--- src/rtl/regfile_2r1w_clr.sv ---
// Register file with one write port, two registered read ports and a sequential clear engine.
// Optional write-to-read bypass and optional hardwired-zero entry 0.
module regfile_2r1w_clr #(
    parameter int unsigned DATA_WIDTH = 16,
    parameter int unsigned ADDR_WIDTH = 4,
    parameter bit          BYPASS     = 1'b1,
    parameter bit          ZERO_REG   = 1'b0
) (
    input  logic                  clk,
    input  logic                  rst_n,
    input  logic                  i_clear,
    output logic                  o_busy,
    input  logic                  i_wr_en,
    input  logic [ADDR_WIDTH-1:0] i_wr_addr,
    input  logic [DATA_WIDTH-1:0] i_wr_data,
    input  logic                  i_rd_en_a,
    input  logic [ADDR_WIDTH-1:0] i_rd_addr_a,
    output logic [DATA_WIDTH-1:0] o_rd_data_a,
    output logic                  o_rd_vld_a,
    input  logic                  i_rd_en_b,
    input  logic [ADDR_WIDTH-1:0] i_rd_addr_b,
    output logic [DATA_WIDTH-1:0] o_rd_data_b,
    output logic                  o_rd_vld_b
);

    localparam int unsigned DEPTH = 2 ** ADDR_WIDTH;

    typedef enum logic {
        StClear,
        StReady
    } state_e;

    state_e                state_q;
    logic [ADDR_WIDTH-1:0] clr_ptr_q;
    logic                  busy_q;
    logic [DATA_WIDTH-1:0] rd_data_a_q;
    logic [DATA_WIDTH-1:0] rd_data_b_q;
    logic                  rd_vld_a_q;
    logic                  rd_vld_b_q;

    logic [DATA_WIDTH-1:0] mem [DEPTH];

    logic                  ready;
    logic                  wr_fire;
    logic                  wr_commit;
    logic                  mem_we;
    logic [ADDR_WIDTH-1:0] mem_waddr;
    logic [DATA_WIDTH-1:0] mem_wdata;
    logic [DATA_WIDTH-1:0] rd_word_a;
    logic [DATA_WIDTH-1:0] rd_word_b;

    assign ready = (state_q == StReady);

    // A clear request in the same cycle drops the write and suppresses the bypass.
    assign wr_fire   = ready & i_wr_en & ~i_clear;
    assign wr_commit = wr_fire & ~(ZERO_REG && (i_wr_addr == '0));

    always_comb begin
        mem_we    = 1'b0;
        mem_waddr = clr_ptr_q;
        mem_wdata = '0;
        if (rst_n) begin
            if (ready) begin
                mem_we    = wr_commit;
                mem_waddr = i_wr_addr;
                mem_wdata = i_wr_data;
            end else begin
                mem_we = 1'b1;
            end
        end
    end

    always_ff @(posedge clk) begin
        if (mem_we) begin
            mem[mem_waddr] <= mem_wdata;
        end
    end

    always_comb begin
        rd_word_a = mem[i_rd_addr_a];
        if (ZERO_REG && (i_rd_addr_a == '0)) begin
            rd_word_a = '0;
        end else if (BYPASS && wr_fire && (i_wr_addr == i_rd_addr_a)) begin
            rd_word_a = i_wr_data;
        end
    end

    always_comb begin
        rd_word_b = mem[i_rd_addr_b];
        if (ZERO_REG && (i_rd_addr_b == '0)) begin
            rd_word_b = '0;
        end else if (BYPASS && wr_fire && (i_wr_addr == i_rd_addr_b)) begin
            rd_word_b = i_wr_data;
        end
    end

    always_ff @(posedge clk) begin
        if (!rst_n) begin
            state_q     <= StClear;
            clr_ptr_q   <= '0;
            busy_q      <= 1'b1;
            rd_data_a_q <= '0;
            rd_data_b_q <= '0;
            rd_vld_a_q  <= 1'b0;
            rd_vld_b_q  <= 1'b0;
        end else begin
            rd_vld_a_q <= 1'b0;
            rd_vld_b_q <= 1'b0;
            unique case (state_q)
                StClear: begin
                    clr_ptr_q <= clr_ptr_q + ADDR_WIDTH'(1);
                    if (clr_ptr_q == '1) begin
                        state_q <= StReady;
                        busy_q  <= 1'b0;
                    end
                end
                StReady: begin
                    if (i_rd_en_a) begin
                        rd_data_a_q <= rd_word_a;
                        rd_vld_a_q  <= 1'b1;
                    end
                    if (i_rd_en_b) begin
                        rd_data_b_q <= rd_word_b;
                        rd_vld_b_q  <= 1'b1;
                    end
                    if (i_clear) begin
                        state_q   <= StClear;
                        clr_ptr_q <= '0;
                        busy_q    <= 1'b1;
                    end
                end
            endcase
        end
    end

    assign o_busy      = busy_q;
    assign o_rd_data_a = rd_data_a_q;
    assign o_rd_vld_a  = rd_vld_a_q;
    assign o_rd_data_b = rd_data_b_q;
    assign o_rd_vld_b  = rd_vld_b_q;

endmodule

--- config.mk ---
export PLATFORM = sky130hd
export DESIGN_NAME = regfile_2r1w_clr
export DESIGN_NICKNAME = d
export VERILOG_FILES = /design/src/rtl/regfile_2r1w_clr.sv
export SDC_FILE = /design/constraint.sdc
export NUM_CORES = 1
export LEC_CHECK = 0
export CAP_MARGIN = 20
export CORE_AREA = 2 2 211 193
export DETAILED_ROUTE_END_ITERATION = 12
export DIE_AREA = 0 0 213 195
export HOLD_SLACK_MARGIN = 0.15
export REMOVE_ABC_BUFFERS = 1
export SYNTH_ARGS = -nofsm -noshare
export SYNTH_HDL_FRONTEND = slang
export SYNTH_SLANG_ARGS = --single-unit
export TNS_END_PERCENT = 5
--- constraint.sdc ---
create_clock -name clk -period 4.89 [get_ports clk]
set_input_delay 0.978 -clock clk [delete_from_list [all_inputs] [get_ports clk]]
set_output_delay 0.978 -clock clk [all_outputs]
set_load 0.05 [all_outputs]
==> qor.yml <==
vias: 8021
io_buffers: 68
num-fill-cells: 3503
tns_ns: 0
final.setup_skew_ns: 0.0243
cts.sinks: 296
fp.dieW_um: 213
hp-class: "reg2reg"
grt_max_degree: 51
drtIter0Drc: 912
fin_crit_ns: 3.37
cp-end-kind: "flip-flop"
worstPathArrival_ns: 3.84
avgSynthCellArea_um2: 17.6
worstMarginPinSlew_ns: 1.13
async_reset_ff_share_pct: 0
grt_pass1_wl_mm: 54.3
overflow: 0
worstPathCellList: "clkdlybuf4s50_1 > and2_4 > mux2i_1 > xnor2_1 > nor4_2 > nand2_1 > o221ai_1"
dp_hpwl_mm: 24.0
viasPerCell: 5.70
cts_resized: 0
top_layer_used: "met4"
hold_viol_final: 0
post_route_cells_drive_above_1_share_pct: 30.8
area_growth_pct: 17.7
cts_max_level: 1
synthFlopType: "edfxtp_1"
outcome: "finished clean"
fin_nets: 887
root_buffer: "clkbuf_16"
maxSlewHeadroom_pct: 24.3
clkSlewWorstSetupHoldPaths_ns: 0.06
maxSlewViolCount: 0
ant_nets: 0
final.period_utilization_pct: 68.9
postCtsHoldBufs: 0
antenna_cells: 0
crit_type: "in2reg"
critPathRequiredTime_ns: 5.36
clkLatencyLatePin_ns: 0.57
synthCells: 775
drc_errors: 0
setup_viol: 0
critPathBufInv: 1
critPathMaxFanout: 31
ir_worst_vdd_v: 0.000231
track_usage_pct: 18.1
drv_cap: 0
wl_per_cell_um: 26.6
yosysWarnings: 0
core_area_um2: 39100
power.density_nw_per_um2: 345
antenna_found_initial: 0
synth_edf_count: 256
wl_met2_mm: 17.0
fmax_ghz: 0.297
post-cts-setup-buffers: 0
synth.cell_area_um2: 13600
cts_buffer_depth: 3
rows: 69
place_congestion: 0.799
wl_mm: 37.5
worstSetupStartpointType: "input pin"
synth_cell_types: 43
rsz0062_at_grt: "false"
leakagePower_nw: 4.79
die_h_um: 195
start_util_pct: 34.8
fin_util_pct: 41.0
cpMaxStageDelayCell: "nand2_1"
slowest_delay_ns: 0.61
yosysSeqAreaShare_pct: 62.3
dieArea_um2: 41500
ios: 69
cts_tree: "yes"
drt_pre_antenna_iters: 5
cts_buffers: 30
grt_pass1_vias: 8044
wl_met3_mm: 2.96
cpLargestDelayFamily: "simple AND/OR/NAND/NOR gates"
ys_ff_latch: 296
met1Wirelength_mm: 16.9
-- power breakdown --
group / internal, mW / switching (mW) / leakage [nW] / total [mW]
Combinational: 0.176 / 0.202 / 1.90 / 0.378
Clock: 1.42 / 0.974 / 0.510 / 2.40
Sequential: 2.74 / 0.0196 / 2.38 / 2.76
-- routing by layer --
metal	GRT usage, %	up-vias
met5	0	-
met4	4.17	0
met3	3.36	46
met2	27.6	361
met1	27.0	4242
li1	-	3372
-- registers in the layout, summed over array words and instances, names as in the netlist --
name         cells
clr_ptr_q        4
mem            256
o_busy           1
o_rd_data_a     16
o_rd_data_b     16
o_rd_vld_a       1
o_rd_vld_b       1
ready            1
-- synth_stat cells (2+ instances only) --
library cell	count	area, um2
buf_2	14	70.1
mux2i_1	22	220
xnor2_1	7	61.3
nor3_1	3	15.0
and3_1	3	18.8
edfxtp_1	256	7690
a31oi_1	5	31.3
mux4_2	128	2880
mux2_2	15	169
nor3b_1	6	45.0
a221oi_1	16	140
dfxtp_1	40	801
nand2_1	72	270
o221ai_2	10	150
o221ai_1	21	184
and2_1	2	12.5
nor2b_1	6	37.5
nand3_1	3	15.0
inv_1	18	67.6
a22o_1	16	140
nand2b_1	4	25.0
a21oi_1	5	25.0
nor2_1	23	86.3
buf_4	2	15.0
clkbuf_1	27	101
xor2_1	2	17.5
buf_6	5	56.3
o21ai_0	18	90.1
buf_1	12	45.0
-- worst register-to-register path, delay by kind of cell (launching register included) --
family           cells  cell delay [ns]
flip-flops           1             0.72
XOR/XNOR             1             0.11
AND/OR/NAND/NOR      3             1.47
AO/OA/AOI/OAI        1             0.46
multiplexers         1             0.35
-- final timing paths --
| path | from | end | slack (ns) | depth (start not counted) |
|---|---|---|---|---|
| max | rst_n | o_rd_data_a[3] | 1.52 | 7 |
| min | o_rd_data_b[12] | o_rd_data_b[12] | 0.47 | 2 |
| max reg2reg | ready | o_rd_data_a[3] | 1.70 | 6 |
| min reg2reg | o_rd_data_b[12] | o_rd_data_b[12] | 0.47 | 2 |
-- cell usage in the layout, fill, tap and decap left out, drive strengths merged, types with 22 or more instances in the layout --
cell	count
clkbuf	37
mux2i	22
dfxtp	40
buf	44
edfxtp	256
o221ai	31
mux4	128
nor2	23
nand2	72
clkdlybuf4s50	61
-- logic make-up (layout without fill, tap and decap cells) --
| logic type | count (synthesis) | count (layout) | synth area share [%] |
|---|---|---|---|
| adder cells (fa/ha/maj) | 1 | 1 | 0.0918 |
| multiplexers | 165 | 165 | 24.0 |
| AND/OR/NAND/NOR | 126 | 126 | 4.11 |
| buffers and inverters | 79 | 180 | 2.64 |
| XOR/XNOR | 9 | 9 | 0.579 |
| AO/OA/AOI/OAI | 99 | 99 | 6.26 |
| flip-flops | 296 | 296 | 62.3 |
-- layout make-up --
cell class                 instances  area [um2]  share of cell area, %
clock buffer                      37         797                   4.97
clock inverter                    19         235                   1.47
inverter                          19        71.3                  0.445
multi-input combinational        400        4820                   30.1
sequential                       296        8490                   52.9
tap                              532         666                   4.15
timing repair buffer             105         951                   5.93
-- per-stage QoR --
stage                     hold WS, ns  total power, mW  area, um2  worst slack, ns  cells
after floorplan                 0.539             3.01      13300             1.95    715
after global placement          0.456             3.19      15000             1.04   1352
after detailed placement        0.459             3.19      15000             1.02   1352
after CTS                       0.479             5.57      16000             1.58   1408
after global routing            0.508             5.69      16000             1.36   1408
final                           0.475             5.54      16000             1.52   1408
No activity file was read; power rests on OpenSTA's default activity.
